$ cat config.mk
export PLATFORM = sky130hd
export DESIGN_NAME = cgra_cfg_sender_flat
export DESIGN_NICKNAME = d
export VERILOG_FILES = /design/src/rtl/cgra_cfg_pkg.sv /design/src/rtl/cgra_cfg_sender_if.sv /design/src/rtl/cgra_cfg_fifo.sv /design/src/rtl/cgra_cfg_sender.sv /design/src/flat_wrapper.sv
export SDC_FILE = /design/constraint.sdc
export NUM_CORES = 1
export LEC_CHECK = 0
export CAP_MARGIN = 10
export CORE_ASPECT_RATIO = 1.75
export CORE_MARGIN = 1.5
export CORE_UTILIZATION = 45
export CTS_BUF_LIST = sky130_fd_sc_hd__clkbuf_4 sky130_fd_sc_hd__clkbuf_8
export CTS_CLUSTER_DIAMETER = 40
export CTS_CLUSTER_SIZE = 14
export DETAILED_ROUTE_END_ITERATION = 8
export PLACE_DENSITY = 0.87
export SLEW_MARGIN = 25
export SYNTH_ARGS = -nofsm -noshare
export SYNTH_HDL_FRONTEND = slang
export SYNTH_SLANG_ARGS = --single-unit
export TNS_END_PERCENT = 5
$ cat constraint.sdc
create_clock -name clk -period 3.4 [get_ports clk]
set_input_delay 0.68 -clock clk [delete_from_list [all_inputs] [get_ports clk]]
set_output_delay 0.68 -clock clk [all_outputs]
set_load 0.05 [all_outputs]
$ cat src/rtl/cgra_cfg_pkg.sv
// Shared types and defaults for the CGRA tile configuration sender.
// CFG_PARITY_EN: appends an even-parity bit to each config word.
package cgra_cfg_pkg;

   localparam int unsigned NTILES = 4;
   localparam int unsigned ADDR_W = 3;
   localparam int unsigned OPT_W  = 59;
   localparam int unsigned CNT_W  = 8;
   localparam int unsigned TID_W  = (NTILES > 1) ? $clog2(NTILES) : 1;
`ifdef CFG_PARITY_EN
   localparam int unsigned PAR_W  = 1;
`else
   localparam int unsigned PAR_W  = 0;
`endif
   localparam int unsigned CFG_W  = 1 + TID_W + ADDR_W + OPT_W + PAR_W;

   typedef enum logic [1:0] {StIdle, StRun, StDone} state_t;

   // Field order from MSB: bcast, tid, addr, opt[, parity].
   typedef struct packed {
      logic              bcast;
      logic [TID_W-1:0]  tid;
      logic [ADDR_W-1:0] addr;
      logic [OPT_W-1:0]  opt;
`ifdef CFG_PARITY_EN
      logic              parity;
`endif
   } cfg_msg_t;

   // Even-parity bit over every field except the parity bit itself.
   function automatic logic cfg_parity(cfg_msg_t m);
      return ^{m.bcast, m.tid, m.addr, m.opt};
   endfunction

endpackage

$ cat src/rtl/cgra_cfg_sender_if.sv
// Config stream input and per-tile waddr/wopt write ports of the sender.
// master: the sender; slave: the config loader plus the mesh it feeds.
interface cgra_cfg_sender_if #(
   parameter int unsigned NTILES = cgra_cfg_pkg::NTILES,
   parameter int unsigned ADDR_W = cgra_cfg_pkg::ADDR_W,
   parameter int unsigned OPT_W  = cgra_cfg_pkg::OPT_W,
   parameter int unsigned CFG_W  = cgra_cfg_pkg::CFG_W
);

   logic                     recv_cfg__en;
   logic [CFG_W-1:0]         recv_cfg__msg;
   logic                     recv_cfg__rdy;
   logic [NTILES-1:0]        send_waddr__en;
   logic [NTILES*ADDR_W-1:0] send_waddr__msg;
   logic [NTILES-1:0]        send_waddr__rdy;
   logic [NTILES-1:0]        send_wopt__en;
   logic [NTILES*OPT_W-1:0]  send_wopt__msg;
   logic [NTILES-1:0]        send_wopt__rdy;

   modport master (
      input  recv_cfg__en, recv_cfg__msg,
      output recv_cfg__rdy,
      output send_waddr__en, send_waddr__msg,
      input  send_waddr__rdy,
      output send_wopt__en, send_wopt__msg,
      input  send_wopt__rdy
   );

   modport slave (
      output recv_cfg__en, recv_cfg__msg,
      input  recv_cfg__rdy,
      input  send_waddr__en, send_waddr__msg,
      output send_waddr__rdy,
      input  send_wopt__en, send_wopt__msg,
      output send_wopt__rdy
   );

endinterface

$ cat src/rtl/cgra_cfg_fifo.sv
// Two-entry FIFO; push and pop may happen in the same cycle, including when full.
module cgra_cfg_fifo #(
   parameter int unsigned Width = 8
) (
   input  logic             clk,
   input  logic             reset,
   input  logic             push,
   input  logic             pop,
   input  logic [Width-1:0] wdata,
   output logic [Width-1:0] rdata,
   output logic             full,
   output logic             empty
);

   logic [Width-1:0] mem_q [2];
   logic             wptr_q;
   logic             rptr_q;
   logic [1:0]       cnt_q;

   assign full  = (cnt_q == 2'd2);
   assign empty = (cnt_q == 2'd0);
   assign rdata = mem_q[rptr_q];

   // Storage, pointers and occupancy; caller never pushes full without popping.
   always_ff @(posedge clk or negedge reset) begin
      if (!reset) begin
         mem_q[0] <= '0;
         mem_q[1] <= '0;
         wptr_q   <= 1'b0;
         rptr_q   <= 1'b0;
         cnt_q    <= 2'd0;
      end else begin
         if (push) begin
            mem_q[wptr_q] <= wdata;
            wptr_q        <= ~wptr_q;
         end
         if (pop) rptr_q <= ~rptr_q;
         if (push && !pop)      cnt_q <= cnt_q + 2'd1;
         else if (pop && !push) cnt_q <= cnt_q - 2'd1;
      end
   end

endmodule

$ cat src/rtl/cgra_cfg_sender.sv
// Buffers config words and issues each to one tile (or all tiles) in a single
// all-or-nothing cycle, then signals session completion.
// CFG_PARITY_EN: words failing the even-parity check are dropped and counted.
module cgra_cfg_sender #(
   parameter int unsigned NTILES = cgra_cfg_pkg::NTILES,
   parameter int unsigned ADDR_W = cgra_cfg_pkg::ADDR_W,
   parameter int unsigned OPT_W  = cgra_cfg_pkg::OPT_W,
   parameter int unsigned CNT_W  = cgra_cfg_pkg::CNT_W
) (
   input  logic              clk,
   input  logic              reset,
   input  logic              start,
   input  logic [CNT_W-1:0]  cfg_total,
   cgra_cfg_sender_if.master bus,
   output logic              busy,
   output logic              done,
   output logic [CNT_W-1:0]  sent_cnt
`ifdef CFG_PARITY_EN
   ,
   output logic [CNT_W-1:0]  err_cnt
`endif
);

   import cgra_cfg_pkg::*;

   localparam int unsigned TW = (NTILES > 1) ? $clog2(NTILES) : 1;
`ifdef CFG_PARITY_EN
   localparam int unsigned PW = 1;
`else
   localparam int unsigned PW = 0;
`endif
   localparam int unsigned CW = 1 + TW + ADDR_W + OPT_W + PW;

   state_t            state_q;
   logic [CNT_W-1:0]  total_q, acc_cnt_q, err_q, sent_d, err_d;
   logic [CNT_W:0]    fin_sum;
   logic [CW-1:0]     head;
   logic              fifo_full, fifo_empty, push, pop, issue, drop, bad_par, tgt_ok;
   logic [NTILES-1:0] tgt;
   logic              h_bcast;
   logic [TW-1:0]     h_tid;
   logic [ADDR_W-1:0] h_addr;
   logic [OPT_W-1:0]  h_opt;

   assign h_bcast = head[CW-1];
   assign h_tid   = head[CW-2 -: TW];
   assign h_addr  = head[PW+OPT_W +: ADDR_W];
   assign h_opt   = head[PW +: OPT_W];

   assign bus.recv_cfg__rdy = (state_q == StRun) && !fifo_full && (acc_cnt_q < total_q);
   assign push              = bus.recv_cfg__en && bus.recv_cfg__rdy;

   cgra_cfg_fifo #(
      .Width (CW)
   ) u_fifo (
      .clk   (clk),
      .reset (reset),
      .push  (push),
      .pop   (pop),
      .wdata (bus.recv_cfg__msg),
      .rdata (head),
      .full  (fifo_full),
      .empty (fifo_empty)
   );

   // Issue decision for the FIFO head and the per-tile write ports.
   always_comb begin
      tgt = '0;
      if (h_bcast)                    tgt = '1;
      else if (32'(h_tid) < NTILES)   tgt[h_tid] = 1'b1;
      drop    = !h_bcast && !(32'(h_tid) < NTILES);
`ifdef CFG_PARITY_EN
      bad_par = ^head;
`else
      bad_par = 1'b0;
`endif
      tgt_ok  = &(~tgt | (bus.send_waddr__rdy & bus.send_wopt__rdy));
      // Dropped words leave without waiting on any tile.
      pop     = !fifo_empty && (drop || bad_par || tgt_ok);
      issue   = !fifo_empty && !drop && !bad_par && tgt_ok;
      bus.send_waddr__en  = issue ? tgt : '0;
      bus.send_wopt__en   = issue ? tgt : '0;
      bus.send_waddr__msg = '0;
      bus.send_wopt__msg  = '0;
      for (int unsigned i = 0; i < NTILES; i++) begin
         if (issue && tgt[i]) begin
            bus.send_waddr__msg[i*ADDR_W +: ADDR_W] = h_addr;
            bus.send_wopt__msg[i*OPT_W +: OPT_W]    = h_opt;
         end
      end
   end

   // Next-state word counters; completion compares their sum against the total.
   always_comb begin
      sent_d = sent_cnt;
      err_d  = err_q;
      if (pop) begin
         if (bad_par) err_d  = err_q + 1'b1;
         else         sent_d = sent_cnt + 1'b1;
      end
      fin_sum = {1'b0, sent_d} + {1'b0, err_d};
   end

   // Session FSM with registered busy/done and counters.
   always_ff @(posedge clk or negedge reset) begin
      if (!reset) begin
         state_q   <= StIdle;
         total_q   <= '0;
         acc_cnt_q <= '0;
         sent_cnt  <= '0;
         err_q     <= '0;
         busy      <= 1'b0;
         done      <= 1'b0;
      end else begin
         done <= 1'b0;
         unique case (state_q)
            StIdle: begin
               if (start) begin
                  total_q   <= cfg_total;
                  acc_cnt_q <= '0;
                  sent_cnt  <= '0;
                  err_q     <= '0;
                  busy      <= 1'b1;
                  if (cfg_total == '0) begin
                     state_q <= StDone;
                     done    <= 1'b1;
                  end else begin
                     state_q <= StRun;
                  end
               end
            end
            StRun: begin
               if (push) acc_cnt_q <= acc_cnt_q + 1'b1;
               sent_cnt <= sent_d;
               err_q    <= err_d;
               if (fin_sum == {1'b0, total_q}) begin
                  state_q <= StDone;
                  done    <= 1'b1;
               end
            end
            StDone: begin
               state_q <= StIdle;
               busy    <= 1'b0;
            end
            default: begin
               state_q <= StIdle;
               busy    <= 1'b0;
            end
         endcase
      end
   end

`ifdef CFG_PARITY_EN
   assign err_cnt = err_q;
`endif

endmodule
$ cat src/flat_wrapper.sv
// flat-port wrapper written by rule: the top's interface ports become plain ports
module cgra_cfg_sender_flat import cgra_cfg_pkg::*;
#(
   parameter int unsigned NTILES = cgra_cfg_pkg::NTILES,
   parameter int unsigned ADDR_W = cgra_cfg_pkg::ADDR_W,
   parameter int unsigned OPT_W  = cgra_cfg_pkg::OPT_W,
   parameter int unsigned CNT_W  = cgra_cfg_pkg::CNT_W
)
  (clk, reset, start, cfg_total, busy, done, sent_cnt, bus_recv_cfg__en, bus_recv_cfg__msg, bus_recv_cfg__rdy, bus_send_waddr__en, bus_send_waddr__msg, bus_send_waddr__rdy, bus_send_wopt__en, bus_send_wopt__msg, bus_send_wopt__rdy);
  cgra_cfg_sender_if #(.NTILES(NTILES), .ADDR_W(ADDR_W), .OPT_W(OPT_W)) bus_i ();
  input  logic clk;
  input  logic reset;
  input  logic start;
  input  logic [CNT_W-1:0] cfg_total;
  output logic busy;
  output logic done;
  output logic [CNT_W-1:0] sent_cnt;
  input wire logic [$bits(bus_i.recv_cfg__en)-1:0] bus_recv_cfg__en;
  input wire logic [$bits(bus_i.recv_cfg__msg)-1:0] bus_recv_cfg__msg;
  output wire logic [$bits(bus_i.recv_cfg__rdy)-1:0] bus_recv_cfg__rdy;
  output wire logic [$bits(bus_i.send_waddr__en)-1:0] bus_send_waddr__en;
  output wire logic [$bits(bus_i.send_waddr__msg)-1:0] bus_send_waddr__msg;
  input wire logic [$bits(bus_i.send_waddr__rdy)-1:0] bus_send_waddr__rdy;
  output wire logic [$bits(bus_i.send_wopt__en)-1:0] bus_send_wopt__en;
  output wire logic [$bits(bus_i.send_wopt__msg)-1:0] bus_send_wopt__msg;
  input wire logic [$bits(bus_i.send_wopt__rdy)-1:0] bus_send_wopt__rdy;
  assign bus_i.recv_cfg__en = bus_recv_cfg__en;
  assign bus_i.recv_cfg__msg = bus_recv_cfg__msg;
  assign bus_recv_cfg__rdy = bus_i.recv_cfg__rdy;
  assign bus_send_waddr__en = bus_i.send_waddr__en;
  assign bus_send_waddr__msg = bus_i.send_waddr__msg;
  assign bus_i.send_waddr__rdy = bus_send_waddr__rdy;
  assign bus_send_wopt__en = bus_i.send_wopt__en;
  assign bus_send_wopt__msg = bus_i.send_wopt__msg;
  assign bus_i.send_wopt__rdy = bus_send_wopt__rdy;
  cgra_cfg_sender #(.NTILES(NTILES), .ADDR_W(ADDR_W), .OPT_W(OPT_W), .CNT_W(CNT_W)) u_core (.clk(clk), .reset(reset), .start(start), .cfg_total(cfg_total), .bus(bus_i), .busy(busy), .done(done), .sent_cnt(sent_cnt));
endmodule
Word level (Yosys, flattened, before mapping)

Cells that the tools add are included.
Widths: inputs -> output; s select.

Flip-flop bits (word level): 162
Bits of input ports: 85
Output and inout bits: 267
Logic and storage cells: 97

Add/sub/neg operators: 4
Magnitude comparators: 6
Eq/ne operators: 6
Muxes and demuxes: 35
Bitwise operators: 8
Reductions and logical operators: 27

Operators by type and width:

| operator            | number |
|---|---|
| $mux 65             | 4 |
| $mux 59             | 4 |
| $bwmux 130          | 1 |
| $demux 65 s1        | 1 |
| $pmux 8 s2          | 2 |
| $mux 8              | 3 |
| $add 8x1->8 const B | 2 |
| $logic_and 1x1->1   | 12 |
| $mux 3              | 4 |
| $mux 2              | 5 |
| $eq 8x8->1          | 1 |
| $logic_not 8->1     | 1 |
| $lt 8x8->1          | 1 |
| $mux 4              | 2 |
| $reduce_and 2->1    | 4 |
| $ne 2x2->1 const B  | 3 |
| $mux 1              | 5 |
| $and 4x4->4         | 1 |
| $ge 2x2->1 const B  | 2 |
| $logic_not 1->1     | 4 |
| $logic_not 2->1     | 2 |
| $not 1->2           | 2 |
| $not 4->4           | 1 |
| $or 4x4->4          | 1 |
| 14 further kinds    | 18 |

Logic depth before layout (Yosys ltp)

Gate-level depths: netlist of the first run.

Word-level depth: 17
Gate-level depth with buffers: 12
Mapped depth without buffers: 12

By module

From an unflattened synthesis of the first run, not the netlist that was laid out.

Cells, all modules: 846
Area, all modules: 9,305.2 um^2

Modules (own cells, without submodules):

| module          | times used | cells each | area an instance (um^2) | seq. area each (um^2) |
|---|---|---|---|---|
| cgra_cfg_fifo   | 1          | 362        | 5,803.1                 | 3,353.2 |
| cgra_cfg_sender | 1          | 484        | 3,502.1                 | 700.7 |

Least setup slack after synthesis of the first run

Ideal clock, no wire load.

Path kind: flip-flop to output port
From: reg u_core.u_fifo.rptr_q
To: out bus_send_waddr__msg[10]
Arrival time: 2.520 ns
Required time: 2.720 ns
Setup slack: 0.200 ns
Stages on the path, launching flop included: 12
Buffers on the path: 5
Cell sequence: dfrtp_1 buf_6 buf_6 mux2i_2 o21ai_1 a22oi_1 and2_1 buf_4 buf_2 nand2_1 buf_2 nor2_1

Longest elaborated chain between the ends: 15
Elaborated cells on any way between the ends: 16
Classes of those cells: order compare: 2; mux: 7; bitwise: 3; reduce/logical: 4

Ends and longest elaborated chain:

| element                                                               | RTL line              | RTL |
|---|---|---|
| start, declared                                                       | cgra_cfg_fifo.sv:17   | `logic rptr_q;` |
| start signal, assigned                                                | cgra_cfg_fifo.sv:37   | `if (pop) rptr_q <= ~rptr_q;` |
| $not 1->2 (implied by the code) (*)                                   | cgra_cfg_fifo.sv:22   | `assign rdata = mem_q[rptr_q];` |
| $mux 65 (implied by the code) (*) (3 in a row)                        | cgra_cfg_fifo.sv:22   |  |
| $lt 2x3->1 (implied by the code) / $ge 2x1->1 (equally long branches) | cgra_cfg_sender.sv:70 | `else if (32'(h_tid) < NTILES) tgt[h_tid] = 1'b1;` |
| $logic_and 1x1->1 (implied by the code)                               | cgra_cfg_sender.sv:70 |  |
| $mux 1 (implied by the code)                                          | cgra_cfg_sender.sv:70 |  |
| $demux 1 s2                                                           | --                    |  |
| $mux 4                                                                | cgra_cfg_sender.sv:69 | `if (h_bcast) tgt = '1;` |
| $not 4->4                                                             | cgra_cfg_sender.sv:77 | `tgt_ok = &(~tgt \| (bus.send_waddr__rdy & bus.send_wopt__rdy));` |
| $or 4x4->4                                                            | cgra_cfg_sender.sv:77 |  |
| $reduce_and 4->1                                                      | cgra_cfg_sender.sv:77 |  |
| $logic_and 1x1->1                                                     | cgra_cfg_sender.sv:80 | `issue = !fifo_empty && !drop && !bad_par && tgt_ok;` |
| $logic_and 1x1->1                                                     | cgra_cfg_sender.sv:86 | `if (issue && tgt[i]) begin` |
| $mux 3 (*)                                                            | cgra_cfg_sender.sv:86 |  |
| end, declared                                                         | flat_wrapper.sv:22    | `output wire logic [$bits(bus_i.send_waddr__msg)-1:0] bus_send_waddr__msg;` |

Mark *: on every way between the ends. The rest lies on a longest branch, timed or not. The select of a mux whose other input is x is not followed.

Final worst setup path of the first run

From: in bus_send_wopt__rdy[3]
To: out bus_send_wopt__msg[111]

Longest elaborated chain between the ends: 6

Ends and longest elaborated chain:

| element           | RTL line              | RTL |
|---|---|---|
| start, declared   | flat_wrapper.sv:26    | `input wire logic [$bits(bus_i.send_wopt__rdy)-1:0] bus_send_wopt__rdy;` |
| $and 4x4->4       | cgra_cfg_sender.sv:77 |  |
| $or 4x4->4        | cgra_cfg_sender.sv:77 |  |
| $reduce_and 4->1  | cgra_cfg_sender.sv:77 |  |
| $logic_and 1x1->1 | cgra_cfg_sender.sv:80 |  |
| $logic_and 1x1->1 | cgra_cfg_sender.sv:86 |  |
| $mux 59           | cgra_cfg_sender.sv:86 |  |
| end, declared     | flat_wrapper.sv:25    | `output wire logic [$bits(bus_i.send_wopt__msg)-1:0] bus_send_wopt__msg;` |

Every way passes these cells.

==> impl_metrics.tcl, run 1 <==
set metrics [dict create \
    status "finished, final reports clean" \
    crit_top_cell "buf_12" \
    avgSynthCellArea_um2 10.0 \
    grt_overflow 0 \
    drt-initial-drc-count 327 \
    seq_area_mm2 0.00406 \
    htree_levels 4 \
    internal_power_mw 7.81 \
    start_kind "input pin" \
    required_ns 2.72 \
    critPathArrivalTime_ns 2.62 \
    core_mm2 0.0187 \
    finalHoldViolations 0 \
    final_design_area_no_fill_mm2 0.0155 \
    rsz0062_at_grt "no" \
    path_clk_slew_ns 0.10 \
    ios 352 \
    io_buffers 351 \
    criticalPathCategory "in -> out" \
    synth_ff_type "dfrtp_1" \
    drtAntennaViolNets 0 \
    area_growth_pct 80.1 \
    holdBufCountCts 0 \
    final_common_cell "buf_12" \
    share_comb_of_total_power 0.661 \
    fin_worst_skew_ns 0.0182 \
    setup_violations 0 \
    clkLatencyLatePin_ns 0.44 \
    peakVddDrop_mv 0.503 \
    drive_gt1_frac 0.403 \
    drt_wl_total_um 32200 \
    min_path_type "in -> async" \
    vias 7992 \
    fin_crit_ns 3.30 \
    fin_crit_sh 0.971 \
    synth_cell_types 46 \
    cts_buffers 17 \
    grt_pass1_wl_um 48500 \
    grt_max_degree 71 \
    yosysWarnings 0 \
    grt_pass1_vias 8514 \
    yosys.area.top_type "dfrtp_1" \
    swShare 0.477 \
    max_slew_margin 0.505 \
    synth_top_area_share 0.472 \
    num_rows 66 \
    pwr_density_cell_mw_per_mm2 966 \
    crit_chain "clkdlybuf4s50_1 > and2_0 > nor3_1 > a211oi_2 > and2_4 > nand2_2 > buf_12 > nor2_1 > buf_12" \
    cts_root_buf "clkbuf_8" \
    p_clk_frac 0.103 \
    report.final.slew_viol_count 0 \
    synth-seq-area-share 0.472 \
    die_w_um 107 \
    placed_area_mm2 0.0149 \
    numClockSinks 162 \
    drv_cap 0 \
    die_area_mm2 0.0199 \
    cts_tree "built" \
    post_cts_buffers 0 \
    dr.pass1.iters 4 \
    wire_per_inst_um 22.4 \
    layout_common_cells "buf_12, nor2_1, dfrtp_1" \
    route.detailed.drc 0 \
    synthesis.nets 950 \
    wl_met2_um 17700 \
    layout_setup_ws_ns 0.100 \
    nFillCells 929 \
    initial_core_util 0.460 \
    cellLeakagePower_nw 6.59 \
    p_switching_mw 7.12 \
    wl_met3_um 1890 \
    netlist_area_mm2 0.00859 \
    seq_power_share 0.236 \
    cp_max_fo 53 \
    cpPeakStageDelay_ns 0.45 \
    drt-met1-wl_um 11200 \
    pre_cts_slack_ns -0.0304 \
    routed.top_layer "met4" \
    synth-edff-count 0 \
    viasPerCell 5.55 \
    multi_input_area_mm2 0.00426 \
    nNetsFinal 1281 \
    place.gp.congestion 0.968 \
    cpMaxStageDelayCell "clkdlybuf4s50_1" \
    hold-worst-slack_ns 0.183 \
    fin_util 0.829 \
    clock.fmax_mhz 303 \
    antenna_found_initial 2 \
    synth_async_sr_flop_share 1.00 \
    endpoint_kind "primary output" \
    grt_usage 0.318 \
    syn_inst 855 \
    hpwl_um 24700 \
    cts_buffer_depth 2 \
    worst_pin_slew_ns 0.723 \
    fp.dieH_um 186 \
    ys_seq_elements 162 \
    synth.area.top_cells "dfrtp_1, mux2_2, nor2_1" \
]
routing by layer:
metal | vias up | GRT usage
met5 | - | 0
met4 | 0 | 0.162
met3 | 91 | 0.0781
met2 | 345 | 0.584
met1 | 4005 | 0.332
li1 | 3551 | -
cell usage after synthesis (2+ instances only):
library cell    n
o211ai_1        3
mux2_1          4
mux2i_1        66
ha_1           10
a21o_1          4
nor2_1        258
buf_6           2
clkbuf_1       24
and2_1          3
nand4_1         2
nand2_1        35
o21ai_0        22
o22ai_1         3
buf_4          16
buf_2          16
nand2b_1        2
nor4_1          3
a31oi_1         2
o32ai_1         2
xor2_1          7
inv_1          16
a211oi_1        3
nor3_1          3
a21oi_1        13
xnor2_1         7
o31ai_1         6
or4_1           3
dfrtp_1       162
mux2_2        129
nand3_1         4
and3_1          6
mux2i_2         2
o21ai_1         4
what timing repair did:
item	in CTS	in global routing
endpoints found under the setup margin	233	256
endpoints found under the hold margin	0	0
resized for setup	15	19
cell type report:
cell class	count	share of cell area
Sequential cell	162	0.262
Tap cell	238	0.0193
Antenna cell	3	0.000485
Inverter	18	0.00453
Clock inverter	14	0.0123
Clock buffer	18	0.0160
Multi-Input combinational cell	617	0.276
Timing Repair Buffer	370	0.409
final timing paths:
check | slack (ns) | cells after the start | to | startpoint
worst max-delay path | 0.10 | 9 | bus_send_wopt__msg[111] | bus_send_wopt__rdy[3]
worst min-delay path | 0.18 | 1 | u_core.total_q[0] | reset
worst max register to register | 0.43 | 10 | u_core.u_fifo.mem_q[100] | u_core.total_q[1]
worst min register to register | 0.50 | 1 | u_core.u_fifo.mem_q[52] | u_core.u_fifo.mem_q[52]
max in group asynchronous | 2.32 | 2 | u_core.u_fifo.mem_q[106] | reset
min in group clk | 0.50 | 1 | u_core.u_fifo.mem_q[52] | u_core.u_fifo.mem_q[52]
through the flow:
step	setup TNS (ns)	power [mW]	std cells
finish	0	14.9	1440
global route	0	15.5	1439
CTS	-0.0383	14.9	1437
detailed placement	-0.0455	13.2	1405
global placement	0	12.7	1405
floorplan	0	8.92	855
state kept, by name, indices dropped and copies added (netlist names), 2 cells and up:
name                 cells
u_core.state_q           2
u_core.u_fifo.mem_q    130
u_core.acc_cnt_q         8
u_core.total_q           8
u_core.u_fifo.cnt_q      2
u_core.sent_cnt          8
critical path, delay by kind of cell:
kind / cells / cell delay, ns
buf+inv: 3 / 0.83
compound gates: 1 / 0.21
simple gates: 5 / 0.86
kinds of logic (layout without fill, tap and decap cells):
kind of cell             Yosys count  in the layout  share of synthesized area
multiplexers                     201            201                      0.255
XOR/XNOR                          14             14                     0.0143
adder cells (fa/ha/maj)           10             10                     0.0146
other                              0              3                          0
AND/OR/NAND/NOR                  324            324                      0.151
flip-flops                       162            162                      0.472
buffers and inverters             76            420                     0.0446
AO/OA/AOI/OAI                     68             68                     0.0485
power groups by stage:
stage | logic, mW | clock network, mW | registers [mW]
2_1_floorplan | 5.62 | 0 | 3.30
3_3_place_gp | 9.37 | 0 | 3.36
3_5_place_dp | 9.73 | 0 | 3.51
4_1_cts | 9.81 | 1.57 | 3.49
5_1_grt | 10.3 | 1.64 | 3.60
6_report | 9.87 | 1.54 | 3.52
Power figures use the tool's default switching activity.
==> inputs of run 2 (changes only) <==
--- a/config.mk
+++ b/config.mk
@@ -5,7 +5,7 @@
 export SDC_FILE = /design/constraint.sdc
 export NUM_CORES = 1
 export LEC_CHECK = 0
-export CAP_MARGIN = 10
+export CAP_MARGIN = 20
 export CORE_ASPECT_RATIO = 1.75
 export CORE_MARGIN = 1.5
 export CORE_UTILIZATION = 45
==> constraint.sdc (replaced) <==
create_clock -name clk -period 3.4 [get_ports clk]
set_input_delay 0.68 -clock clk [delete_from_list [all_inputs] [get_ports clk]]
set_output_delay 0.68 -clock clk [all_outputs]
set_load 0.1 [all_outputs]
==> impl_metrics.tcl, run 2 (same netlist as run 1, synthesis figures left out) <==
set metrics [dict create \
    clock.fmax_mhz 289 \
    clkLatencyLatePin_ns 0.45 \
    r2r-end "u_core.u_fifo.mem_q[7]" \
    cp_max_fo 54 \
    cts_tree "built" \
    report.final.slew_viol_count 0 \
    drive_gt1_frac 0.484 \
    vias 8146 \
    grt_max_degree 78 \
    viasPerCell 5.65 \
    required_ns 2.72 \
    failed_checks "negative setup slack" \
    grt_overflow 0 \
    largest_register_ffs 130 \
    pre_cts_slack_ns -0.0610 \
    cts_buffer_depth 2 \
    fin_worst_skew_ns 0.0227 \
    hpwl_um 25000 \
    nFillCells 852 \
    drt-initial-drc-count 431 \
    path_clk_slew_ns 0.09 \
    core_mm2 0.0187 \
    start_kind "input pin" \
    largest_register "u_core.u_fifo.mem_q" \
    rsz0062_at_grt "yes" \
    numClockSinks 162 \
    r2r-start "u_core.total_q[1]" \
    endpoint_kind "primary output" \
    grt_pass1_wl_um 49600 \
    num_rows 66 \
    nNetsFinal 1283 \
    io_buffers 351 \
    dr.pass1.iters 6 \
    crit_start "bus_send_waddr__rdy[3]" \
    worst_pin_slew_ns 0.801 \
    status "complete, but fails checks" \
    layout_common_cells "buf_12, dfrtp_1, nor2_1" \
    drt_wl_total_um 34400 \
    fp.dieH_um 186 \
    route.detailed.drc 0 \
    wire_per_inst_um 23.9 \
    cts_root_buf "clkbuf_8" \
    grt_usage 0.327 \
    area_growth_pct 82.0 \
    ios 352 \
    die_w_um 107 \
    critPathArrivalTime_ns 2.78 \
    post_cts_buffers 0 \
    ff2ff_setup_slack_ns 0.30 \
    fin_crit_sh 1.02 \
    reg2reg_depth 11 \
    fin_crit_ns 3.46 \
    max_slew_margin 0.451 \
    htree_levels 4 \
    cts_resized 35 \
    final_common_cell "buf_12" \
    grt_pass1_vias 8683 \
    finalHoldViolations 0 \
    drv_cap 0 \
    cts_buffers 17 \
    die_area_mm2 0.0199 \
    holdBufCountCts 0 \
    drtAntennaViolNets 0 \
    place.gp.congestion 0.972 \
    min_path_type "in -> async" \
    criticalPathCategory "in -> out" \
    antenna_found_initial 3 \
    setup_violations 96 \
    layout_setup_ws_ns -0.0560 \
    initial_core_util 0.460 \
]
run 2: worst max-delay path: stages:
cell and delay, ns:
clkdlybuf4s50_1 0.47, and2_0 0.24, nor3_1 0.10, a211oi_2 0.25, and2_4 0.23, nand2_2 0.09, buf_12 0.22, nor2_1 0.24
buf_12 0.21
run 2: worst max path at each step:
stage,depth (start not counted),slack (ns),to
final,9,-0.06,bus_send_wopt__msg[24]
after global placement,9,0.04,bus_send_wopt__msg[46]
after detailed placement,9,-0.06,bus_send_wopt__msg[193]
after CTS,9,-0.01,bus_send_wopt__msg[32]
after global routing,9,-0.12,bus_send_wopt__msg[21]
after floorplan,11,-0.41,bus_send_waddr__msg[10]
run 2: final cells by class:
class / instances / area [um2] / area share
sequential: 162 / 4060 / 0.260
tap: 238 / 298 / 0.0191
multi-input combinational: 617 / 4490 / 0.288
timing repair buffer: 372 / 6320 / 0.404
inverter: 18 / 70.1 / 0.00448
clock inverter: 11 / 106 / 0.00681
clock buffer: 20 / 269 / 0.0172
antenna: 5 / 12.5 / 0.000801
run 2: per-layer routing:
metal	track usage	vias up	part of all wire
li1	-	3541	-
met1	0.339	4110	0.34
met2	0.605	392	0.56
met3	0.0784	101	0.063
met4	0.164	2	0.043
met5	0	-	0.00038
run 2: per-stage QoR:
stage | cell area [um2] | utilization | setup TNS [ns] | hold slack [ns] | instances
floorplan | 8590 | - | -79.57 | 0.384 | 855
global placement | 14900 | 0.799 | 0 | 0.466 | 1407
detailed placement | 14900 | 0.799 | -1.68 | 0.483 | 1407
CTS | 15400 | 0.824 | -0.113 | 0.263 | 1438
global route | 15600 | 0.837 | -13.75 | 0.293 | 1440
finish | 15600 | 0.837 | -1.97 | 0.243 | 1443
Power of run 2 is left out: the tool's default activity adds up to more than one toggle a clock period on the data nets, which glitch-free logic cannot reach.
